--- src/rtl/cpu_pkg.sv ---
// cpu_pkg: fetch-stage state type and the ARM PC constants shared by the fetch RTL
package cpu_pkg;
    typedef enum logic [1:0] {S_IDLE, S_FETCH, S_VALID, S_ERR} fetch_state_t;
    localparam int INSTR_WORD_BYTES = 4;
    localparam int PC_READ_OFFSET = 8;
endpackage

--- src/rtl/instr_fetch_pc_reg.sv ---
// pc_reg: program counter with load enable; next value is pc+4 or the word-aligned target
//   clk, rst   : clock, asynchronous active-high reset (loads RESET_PC)
//   load       : update pc this cycle
//   sel_target : choose target instead of pc+4
//   target     : branch / PC-write target, low two bits ignored
//   pc         : current program counter
module pc_reg
    import cpu_pkg::*;
#(
    parameter int ADDR_W = 32,
    parameter logic [ADDR_W-1:0] RESET_PC = '0
)(
    input  logic              clk,
    input  logic              rst,
    input  logic              load,
    input  logic              sel_target,
    input  logic [ADDR_W-1:0] target,
    output logic [ADDR_W-1:0] pc
);
    logic [ADDR_W-1:0] pc_next;
    always_comb pc_next = sel_target ? (target & ~ADDR_W'(3)) : pc + ADDR_W'(INSTR_WORD_BYTES);
    always_ff @(posedge clk or posedge rst)
        if (rst) pc <= RESET_PC;
        else if (load) pc <= pc_next;
endmodule

--- src/rtl/instr_fetch.sv ---
// instr_fetch: PC, instruction-memory requests with wait-state timeout, valid/ready instruction output
//   clk, rst               : clock, asynchronous active-high reset
//   imem_req, imem_addr    : request and word-aligned address to instruction memory
//   imem_rdata, imem_ready : returned word and its strobe (only looked at while fetching)
//   instr, instr_valid     : held instruction and its valid flag
//   instr_ready            : downstream accepts instr
//   pc_src, pc_target      : take target instead of pc+4, sampled on the handshake only
//   pc, pc_plus8           : current instruction address and the ARM PC-read value
//   fetch_err              : sticky memory timeout, cleared only by rst
module instr_fetch
    import cpu_pkg::*;
#(
    parameter int ADDR_W = 32,
    parameter logic [ADDR_W-1:0] RESET_PC = '0,
    parameter int MAX_WAIT = 15
)(
    input  logic              clk,
    input  logic              rst,
    output logic              imem_req,
    output logic [ADDR_W-1:0] imem_addr,
    input  logic [31:0]       imem_rdata,
    input  logic              imem_ready,
    output logic [31:0]       instr,
    output logic              instr_valid,
    input  logic              instr_ready,
    input  logic              pc_src,
    input  logic [ADDR_W-1:0] pc_target,
    output logic [ADDR_W-1:0] pc,
    output logic [ADDR_W-1:0] pc_plus8,
    output logic              fetch_err
);
    localparam int CNT_W = MAX_WAIT > 0 ? $clog2(MAX_WAIT + 1) : 1;
    fetch_state_t state, state_next;
    logic [CNT_W-1:0] wait_cnt;
    logic timeout;
    logic handshake;
    // timeout fires on the cycle that would be wait MAX_WAIT+1, i.e. after MAX_WAIT+1 fetch cycles
    assign timeout = wait_cnt == CNT_W'(MAX_WAIT);
    assign handshake = state == S_VALID && instr_ready;
    pc_reg #(.ADDR_W(ADDR_W), .RESET_PC(RESET_PC)) u_pc_reg (
        .clk(clk),
        .rst(rst),
        .load(handshake),
        .sel_target(pc_src),
        .target(pc_target),
        .pc(pc)
    );
    always_ff @(posedge clk or posedge rst)
        if (rst) state <= S_IDLE;
        else state <= state_next;
    always_comb begin
        state_next = state;
        case (state)
            S_IDLE:  state_next = S_FETCH;
            S_FETCH: state_next = imem_ready ? S_VALID : timeout ? S_ERR : S_FETCH;
            S_VALID: state_next = instr_ready ? S_FETCH : S_VALID;
            default: state_next = S_ERR;
        endcase
    end
    always_comb begin
        imem_req = state == S_FETCH;
        imem_addr = pc & ~ADDR_W'(3);
        instr_valid = state == S_VALID;
        pc_plus8 = pc + ADDR_W'(PC_READ_OFFSET);
    end
    always_ff @(posedge clk or posedge rst)
        if (rst) begin
            instr <= '0;
            wait_cnt <= '0;
            fetch_err <= 1'b0;
        end else if (state == S_FETCH) begin
            if (imem_ready) begin
                instr <= imem_rdata;
                wait_cnt <= '0;
            end else if (timeout) fetch_err <= 1'b1;
            else wait_cnt <= wait_cnt + 1'b1;
        end
endmodule

--- config.mk ---
export PLATFORM = sky130hd
export DESIGN_NAME = instr_fetch
export DESIGN_NICKNAME = d
export VERILOG_FILES = /design/src/rtl/cpu_pkg.sv /design/src/rtl/instr_fetch_pc_reg.sv /design/src/rtl/instr_fetch.sv
export SDC_FILE = /design/constraint.sdc
export NUM_CORES = 1
export LEC_CHECK = 0
export ABC_AREA = 1
export CORE_AREA = 2 2 118 91
export CTS_BUF_LIST = sky130_fd_sc_hd__clkbuf_4 sky130_fd_sc_hd__clkbuf_8
export CTS_CLUSTER_DIAMETER = 60
export DETAILED_ROUTE_END_ITERATION = 16
export DIE_AREA = 0 0 120 93
export PLACE_DENSITY = 0.84
export SLEW_MARGIN = 10
export SYNTH_ARGS = -nofsm -noshare
export SYNTH_HDL_FRONTEND = slang
export SYNTH_SLANG_ARGS = --single-unit
--- constraint.sdc ---
create_clock -name clk -period 6.6 [get_ports clk]
set_input_delay 1.65 -clock clk [delete_from_list [all_inputs] [get_ports clk]]
set_output_delay 1.65 -clock clk [all_outputs]
set_load 0.005 [all_outputs]
==> impl_metrics.env, run 1 <==
export IMPL_dpl_cell_count=937
export IMPL_synthXorXnorAreaFrac=0.0515
export IMPL_cts_max_level=3
export IMPL_cp_required_ps=4950
export IMPL_synthesis_instances=657
export IMPL_hold_buffers=0
export IMPL_mostFrequentLayoutCells="nand2_1 (238), clkdlybuf4s50_1 (191), dfrtp_1 (69)"
export IMPL_dpl_hpwl_mm=10.4
export IMPL_ir_drop_v=0.000189
export IMPL_clkSinkCount=69
export IMPL_critical_path_class="reg2out"
export IMPL_largest_reg_flops=32
export IMPL_syn_area_um2=4590
export IMPL_start_util=0.457
export IMPL_hold_viol_final=0
export IMPL_clk_path_buf_depth=2
export IMPL_holdPathStages=2
export IMPL_synth_distinct_cells=33
export IMPL_powerDensity_nw_per_um2=405
export IMPL_io_pins=200
export IMPL_setup_tns_ps=0
export IMPL_worstHoldPathType="reg2reg"
export IMPL_layout_cells_non_filler=953
export IMPL_synth_compound_area_frac=0.0586
export IMPL_crit_path_start_kind="flop"
export IMPL_grt_pass1_vias=4458
export IMPL_wl_per_cell_um=14.3
export IMPL_period_minus_slack_ps=4240
export IMPL_overflow=0
export IMPL_cp_max_fo=9
export IMPL_grt_pass1_wl_mm=21.8
export IMPL_synthAdderAreaFrac=0.00818
export IMPL_io_buffers=191
export IMPL_vias_per_cell=4.92
export IMPL_grt_max_degree=70
export IMPL_arrival_ps=2590
export IMPL_design_area_um2=6550
export IMPL_antenna_found_initial=0
export IMPL_cts_setup_buffers=0
export IMPL_synth_seq_area_share=0.376
export IMPL_area_growth_pct=42.8
export IMPL_layout_drive_gt1_share=0.100
export IMPL_layout_nets=884
export IMPL_core_um2=10000
export IMPL_r2r_setup_slack_ps=4650
export IMPL_dieArea_um2=11200
export IMPL_clk_insertion_delay_late_ps=340
export IMPL_period_share=0.642
export IMPL_cts_made_buffers=9
export IMPL_dr_pass1_iters=5
export IMPL_route_vias_total=4691
export IMPL_synth_simple_gate_area_frac=0.385
export IMPL_track_usage=0.246
export IMPL_num_rows=32
export IMPL_maxSlewHeadroom=0.231
export IMPL_total_power_mw=2.66
export IMPL_post_route_drc_count=0
export IMPL_fp_dieH_um=93
export IMPL_slew_violations=0
export IMPL_route_final_wire_length_mm=13.6
export IMPL_max_freq_mhz=236
export IMPL_endpoint_kind="output pin"
export IMPL_synthMuxAreaShare=0
export IMPL_clkTransAtPathRegs_ps=70
export IMPL_synth_top_family_by_area="simple AND/OR/NAND/NOR gates"
export IMPL_drtAntennaViolNets=0
export IMPL_worst_pin_slew_ps=1150
export IMPL_diodes=0
export IMPL_rsz0062_at_grt="no"
export IMPL_p_leak_nw=2.96
export IMPL_root_buffer="clkbuf_8"
export IMPL_cts_tree="done"
export IMPL_cap_violations=0
export IMPL_final_common_cell="nand2_1"
export IMPL_die_w_um=120
export IMPL_status="complete, no violations"
export IMPL_finClkSkew_ps=3.53
export IMPL_place_area_um2=6350
export IMPL_gp_congestion=0.923
export IMPL_ys_ff_latch=69
export IMPL_initialDrtViolationCount=382
export IMPL_yosysWarnings=0
export IMPL_fin_ws_ps=2360
export IMPL_rr_worst_depth=10
export IMPL_synth_area_per_cell_um2=6.99
export IMPL_final_setup_viol_count=0
export IMPL_cts_resized=0
export IMPL_place_worst_setup_slack_ps=2550
-- kinds of logic after synthesis --
group,count (synthesis)
adder cells (fa/ha/maj),3
XOR/XNOR,27
AO/OA/AOI/OAI,50
AND/OR/NAND/NOR,403
flip-flops,69
other,1
buffers and inverters,104
-- cell usage after synthesis --
cell type | number | area (um^2)
nor2_2 | 20 | 125
ha_1 | 3 | 37.5
nor2_1 | 67 | 251
or2_0 | 1 | 6.26
o31ai_1 | 2 | 15.0
and2_1 | 1 | 6.26
o21a_1 | 1 | 7.51
xor2_1 | 25 | 219
a211oi_1 | 1 | 7.51
dfrtp_1 | 69 | 1730
nand4_1 | 3 | 18.8
nand2_4 | 2 | 22.5
nand2_1 | 238 | 893
nor3_4 | 1 | 16.3
inv_1 | 38 | 143
o21ai_1 | 4 | 20.0
inv_2 | 10 | 37.5
nor3_2 | 1 | 10.0
nand2_2 | 18 | 113
nor2_4 | 7 | 78.8
buf_2 | 9 | 45.0
nand3b_1 | 2 | 15.0
buf_4 | 39 | 293
o21ai_0 | 14 | 70.1
o22ai_1 | 3 | 18.8
xnor2_1 | 2 | 17.5
nor3_1 | 1 | 5.00
clkbuf_1 | 8 | 30.0
nand3_1 | 39 | 195
o21bai_1 | 2 | 15.0
or2_2 | 2 | 12.5
a21oi_1 | 23 | 115
conb_1 | 1 | 3.75
-- report_power, final --
group | leakage (nW) | internal, mW | switching [mW]
clock | 0.103 | 0.192 | 0.157
combinational | 2.01 | 0.830 | 0.593
sequential | 0.848 | 0.615 | 0.267
-- path summary, 6_finish.rpt --
path                                      from               to
worst max-delay path            u_pc_reg.pc[5]     pc_plus8[22]
worst min-delay path                  instr[6]         instr[6]
worst max register to register  u_pc_reg.pc[4]  u_pc_reg.pc[13]
worst min register to register        instr[6]         instr[6]
max in group asynchronous                  rst  u_pc_reg.pc[21]
min in group asynchronous                  rst        instr[21]
-- metrics by stage --
step	util	hold WS, ps
after floorplan	-	465
after detailed placement	0.632	458
final	0.652	474
after global routing	0.652	494
after CTS	0.652	477
after global placement	0.632	454
-- area by class of cell --
type,instances,area (um^2)
Tap cell,136,170
Clock inverter,4,47.5
Timing Repair Buffer,195,1940
Fill cell,861,3500
Sequential cell,69,1730
Multi-Input combinational cell,489,2330
Clock buffer,12,153
Inverter,48,180
-- critical path: stages, from the launching register on --
cell and delay (ps):
dfrtp_1 520, nand3_1 290, nor2_2 310, inv_2 80, nor3_2 210, nand2_1 110
xor2_1 190, clkdlybuf4s50_1 540
-- routing by layer --
| metal | routed length, um | track usage | vias to the layer above |
|---|---|---|---|
| li1 | - | - | 2298 |
| met1 | 5760 | 0.331 | 2191 |
| met2 | 6540 | 0.397 | 178 |
| met3 | 1050 | 0.0610 | 24 |
| met4 | 233 | 0.0696 | 0 |
| met5 | 0 | 0 | - |
Power figures use the tool's default switching activity.
==> run 2, diff against run 1 <==
- CORE_AREA: 2 2 118 91 -> 2 2 121 94
- DIE_AREA: 0 0 120 93 -> 0 0 123 96
- PLACE_DENSITY: 0.84 -> 0.8
- clock period: 6.6 -> 4.2 ns (I/O delays scaled with it)
==> run 2 against run 1 <==
  * Non-clock buffer count did not move
  * Setup slack got worse by 1900 ps
  * Cell area did not move
  * Flip-flop and latch count did not move
  * Worst hold slack got worse by 2.3 ps
  * Combinational power rose by 58%
  * Critical path type unchanged
  * Critical endpoint is now pc_plus8[21]
==> impl_metrics.env, run 2 (synthesis results as in run 1) <==
export IMPL_status="complete, no violations"
export IMPL_worst_pin_slew_ps=826
export IMPL_hold_buffers=0
export IMPL_hold_viol_final=0
export IMPL_fp_dieH_um=96
export IMPL_clk_insertion_delay_late_ps=350
export IMPL_crit_path_start_kind="flop"
export IMPL_worstPathCellList="ha_1 > inv_1 > nor2_2 > nand2_2 > nor2_2 > nand2_1 > xor2_1 > clkdlybuf4s50_1"
export IMPL_place_worst_setup_slack_ps=921
export IMPL_root_buffer="clkbuf_8"
export IMPL_maxSlewHeadroom=0.448
export IMPL_endpoint_kind="output pin"
export IMPL_vias_per_cell=4.96
export IMPL_initialDrtViolationCount=332
export IMPL_fillers=1008
export IMPL_clkSinkCount=69
export IMPL_start_util=0.431
export IMPL_worstHoldPathType="reg2reg"
export IMPL_holdPathStages=2
export IMPL_post_route_drc_count=0
export IMPL_period_share=0.879
export IMPL_area_growth_pct=42.8
export IMPL_grt_pass1_vias=4467
export IMPL_gp_congestion=0.912
export IMPL_cts_resized=0
export IMPL_dr_pass1_iters=5
export IMPL_whs_ps=471
export IMPL_num_rows=33
export IMPL_dieArea_um2=11800
export IMPL_critical_path_class="reg2out"
export IMPL_grt_pass1_wl_mm=21.7
export IMPL_drtAntennaViolNets=0
export IMPL_setup_tns_ps=0
export IMPL_ir_drop_v=0.000400
export IMPL_cts_tree="done"
export IMPL_p_leak_nw=2.95
export IMPL_route_final_wire_length_mm=14.0
export IMPL_total_power_mw=4.17
export IMPL_wl_per_cell_um=14.7
export IMPL_rr_worst_depth=10
export IMPL_multi_input_area_um2=2330
export IMPL_max_stage_delay_ps=560
export IMPL_mostFrequentLayoutCells="nand2_1 (238), clkdlybuf4s50_1 (191), dfrtp_1 (69)"
export IMPL_internal_power_mw=2.55
export IMPL_max_freq_mhz=271
export IMPL_cp_required_ps=3150
export IMPL_final_common_cell="nand2_1"
export IMPL_cts_max_level=3
export IMPL_dpl_cell_count=941
export IMPL_combPwrFrac=0.539
export IMPL_place_area_um2=6370
export IMPL_final_util=0.615
export IMPL_cts_setup_buffers=0
export IMPL_power_share_sequential=0.335
export IMPL_fin_ws_ps=508
export IMPL_core_um2=10700
export IMPL_register_area_um2=1730
export IMPL_slew_violations=0
export IMPL_clkTransAtPathRegs_ps=80
export IMPL_io_pins=200
export IMPL_period_minus_slack_ps=3690
export IMPL_cts_made_buffers=9
export IMPL_dpl_hpwl_mm=10.8
export IMPL_clockPowerShare=0.127
export IMPL_crit_top_cell="nor2_2"
export IMPL_antenna_found_initial=0
export IMPL_swShare=0.389
export IMPL_rsz0062_at_grt="no"
export IMPL_powerDensity_nw_per_um2=636
export IMPL_r2r_setup_slack_ps=2300
export IMPL_cap_violations=0
export IMPL_finClkSkew_ps=6.73
export IMPL_final_setup_viol_count=0
export IMPL_route_vias_total=4740
export IMPL_cp_max_fo=8
export IMPL_design_area_um2=6550
export IMPL_io_buffers=191
export IMPL_slowest_stage="clkdlybuf4s50_1"
export IMPL_layout_cells_non_filler=955
export IMPL_overflow=0
export IMPL_arrival_ps=2640
export IMPL_diodes=0
export IMPL_clk_path_buf_depth=2
export IMPL_layout_drive_gt1_share=0.0982
export IMPL_largest_reg_flops=32
export IMPL_layout_nets=884
export IMPL_die_w_um=123
export IMPL_netSwitchingPower_mw=1.62
export IMPL_grt_max_degree=43
export IMPL_track_usage=0.237
## run 2: cell count changes in the layout (fill, tap and decap cells not counted)
cell      delta
clkbuf_8     -1
clkbuf_4     -1
clkinv_2     -1
buf_4        -1
buf_12       +1
clkinv_4     +1
## run 2: layout make-up
type	instances	share of cell area
multi-input cells	489	0.356
inverters	48	0.0275
repair buffers	195	0.298
flip-flops and latches	69	0.263
well taps	140	0.0267
clock inverters	4	0.00783
clock buffers	10	0.0200
## run 2: final timing paths
kind,startpoint,end
max,u_pc_reg.pc[4],pc_plus8[21]
min,instr[12],instr[12]
max reg2reg,u_pc_reg.pc[4],u_pc_reg.pc[13]
min reg2reg,instr[12],instr[12]
max in group asynchronous,rst,u_pc_reg.pc[26]
min in group asynchronous,rst,instr[18]
## run 2: layer usage
metal | routed length [um] | vias up | global-route usage
li1 | - | 2298 | -
met1 | 6060 | 2221 | 0.320
met2 | 6630 | 195 | 0.381
met3 | 1030 | 26 | 0.0509
met4 | 318 | 0 | 0.0795
met5 | 0 | - | 0
## run 2: power groups by stage
stage / registers [mW] / clock network (mW) / logic [mW]
finish: 1.39 / 0.529 / 2.24
global route: 1.44 / 0.574 / 2.47
CTS: 1.39 / 0.543 / 2.26
detailed placement: 1.40 / 0 / 2.25
global placement: 1.37 / 0 / 2.20
floorplan: 1.31 / 0 / 1.07
## run 2: worst max-delay path, delay by kind of cell (launching register included)
kind | cells | cell delay (ps)
XOR/XNOR | 1 | 240
buffers and inverters | 2 | 650
flip-flops | 1 | 470
AND/OR/NAND/NOR | 4 | 640
adder cells (fa/ha/maj) | 1 | 290
==> run 3, diff against run 2 <==
- CORE_AREA: 2 2 121 94 -> 2 2 106 108
- DIE_AREA: 0 0 123 96 -> 0 0 108 110
- PLACE_DENSITY: 0.8 -> 0.79
- SETUP_SLACK_MARGIN: unset -> 0.5
==> run 3 against run 2 <==
  * Cell area grew 0.80%
  * Wire length grew 1.4%
  * Clock power grew 12%
  * Cell count grew 0.31%
  * First-iteration DRC count shrank 21%
  * Utilization grew 0.23 points
  * Die area grew 0.61%
  * Non-clock buffer count grew 1
==> impl_metrics.env, run 3 (synthesis results as in run 1) <==
export IMPL_status="complete, no violations"
export IMPL_clkTransAtPathRegs_ps=80
export IMPL_cts_setup_buffers=0
export IMPL_p_leak_nw=2.97
export IMPL_layout_nets=885
export IMPL_cp_max_fo=7
export IMPL_place_area_um2=6380
export IMPL_fp_dieH_um=110
export IMPL_clockPowerShare=0.139
export IMPL_worstPathCellList="nand2_2 > nor2_4 > nand2_1 > nor2_1 > nand2_1 > xor2_1 > clkdlybuf4s50_1"
export IMPL_vias_per_cell=4.94
export IMPL_io_buffers=191
export IMPL_largest_reg_flops=32
export IMPL_grt_max_degree=36
export IMPL_core_um2=10700
export IMPL_dieArea_um2=11900
export IMPL_wl_per_cell_um=14.8
export IMPL_powerDensity_nw_per_um2=643
export IMPL_diodes=0
export IMPL_cts_tree="done"
export IMPL_max_freq_mhz=279
export IMPL_setup_tns_ps=0
export IMPL_grt_pass1_vias=4641
export IMPL_overflow=0
export IMPL_rr_worst_depth=10
export IMPL_critical_path_class="reg2out"
export IMPL_dr_pass1_iters=7
export IMPL_hold_path_endpoint="fetch_err"
export IMPL_swShare=0.387
export IMPL_final_common_cell="nand2_1"
export IMPL_final_setup_viol_count=0
export IMPL_total_power_mw=4.25
export IMPL_cts_made_buffers=9
export IMPL_maxSlewHeadroom=0.395
export IMPL_internal_power_mw=2.61
export IMPL_rr_endpoint="u_pc_reg.pc[28]"
export IMPL_dpl_cell_count=942
export IMPL_r2r_setup_slack_ps=2300
export IMPL_route_final_wire_length_mm=14.2
export IMPL_io_pins=200
export IMPL_r2r_start="u_pc_reg.pc[2]"
export IMPL_worstHoldPathType="reg2reg"
export IMPL_root_buffer="clkbuf_8"
export IMPL_track_usage=0.248
export IMPL_gp_congestion=0.919
export IMPL_num_rows=38
export IMPL_netSwitchingPower_mw=1.64
export IMPL_route_vias_total=4728
export IMPL_endpoint_kind="output pin"
export IMPL_dpl_hpwl_mm=10.8
export IMPL_initialDrtViolationCount=263
export IMPL_hp_start="fetch_err"
export IMPL_rsz0062_at_grt="no"
export IMPL_finClkSkew_ps=6.51
export IMPL_holdPathStages=1
export IMPL_start_util=0.429
export IMPL_die_w_um=108
export IMPL_layout_drive_gt1_share=0.104
export IMPL_crit_path_start_kind="flop"
export IMPL_cap_violations=0
export IMPL_combPwrFrac=0.531
export IMPL_antenna_found_initial=0
export IMPL_max_stage_delay_ps=550
export IMPL_grt_pass1_wl_mm=22.6
export IMPL_crit_top_cell="nand2_1"
export IMPL_cts_max_level=3
export IMPL_period_minus_slack_ps=3580
export IMPL_period_share=0.853
export IMPL_design_area_um2=6610
export IMPL_power_share_sequential=0.330
export IMPL_layout_cells_non_filler=958
export IMPL_slowest_stage="dfrtp_1"
export IMPL_final_util=0.618
export IMPL_post_route_drc_count=0
export IMPL_place_worst_setup_slack_ps=919
export IMPL_drtAntennaViolNets=0
export IMPL_hold_viol_final=0
export IMPL_area_growth_pct=43.9
export IMPL_clk_insertion_delay_late_ps=360
export IMPL_whs_ps=476
export IMPL_slew_violations=0
export IMPL_worst_pin_slew_ps=906
export IMPL_clkSinkCount=69
export IMPL_mostFrequentLayoutCells="nand2_1 (238), clkdlybuf4s50_1 (191), nor2_1 (67), dfrtp_1 (67), nand3_1 (39)"
export IMPL_fin_ws_ps=617
export IMPL_arrival_ps=2530
export IMPL_cp_required_ps=3150
export IMPL_clk_path_buf_depth=2
export IMPL_ir_drop_v=0.000353
==> run 3: cell type report <==
| cell class | count | area, um^2 |
|---|---|---|
| Tap cell | 140 | 175 |
| Inverter | 48 | 180 |
| Timing Repair Buffer | 196 | 1960 |
| Clock inverter | 3 | 42.5 |
| Fill cell | 980 | 4090 |
| Clock buffer | 13 | 173 |
| Multi-Input combinational cell | 489 | 2340 |
| Sequential cell | 69 | 1730 |
==> run 3: power by group through the flow <==
stage	Sequential (mW)	Clock, mW	Combinational (mW)
6_report	1.40	0.593	2.26
5_1_grt	1.46	0.632	2.49
4_1_cts	1.40	0.603	2.27
3_5_place_dp	1.40	0	2.26
3_3_place_gp	1.38	0	2.21
2_1_floorplan	1.31	0	1.07
==> run 3: worst max-delay path by stage <==
stage,startpoint,cells after the start,end
after floorplan,rst,1,fetch_err
after global placement,u_pc_reg.pc[4],8,pc_plus8[25]
after detailed placement,u_pc_reg.pc[4],8,pc_plus8[25]
after CTS,u_pc_reg.pc[4],8,pc_plus8[25]
after global routing,u_pc_reg.pc[3],8,pc_plus8[21]
final,u_pc_reg.pc[9],7,pc_plus8[29]
==> run 3: repair_timing <==
item | CTS | global route
gates resized for setup | 0 | 4
hold buffers | 0 | 0
setup endpoints to repair | 0 | 10
==> run 3: worst max-delay path: cells and delay by family (launching register included) <==
kind	cells	cell delay (ps)
buffers and inverters	1	550
XOR/XNOR	1	210
AND/OR/NAND/NOR	5	860
flip-flops	1	550
==> run 3: layer usage <==
layer,global-route usage,routed length [um]
met4,0.0989,344
met1,0.274,5350
met5,0,0
met3,0.0970,1540
met2,0.428,6980
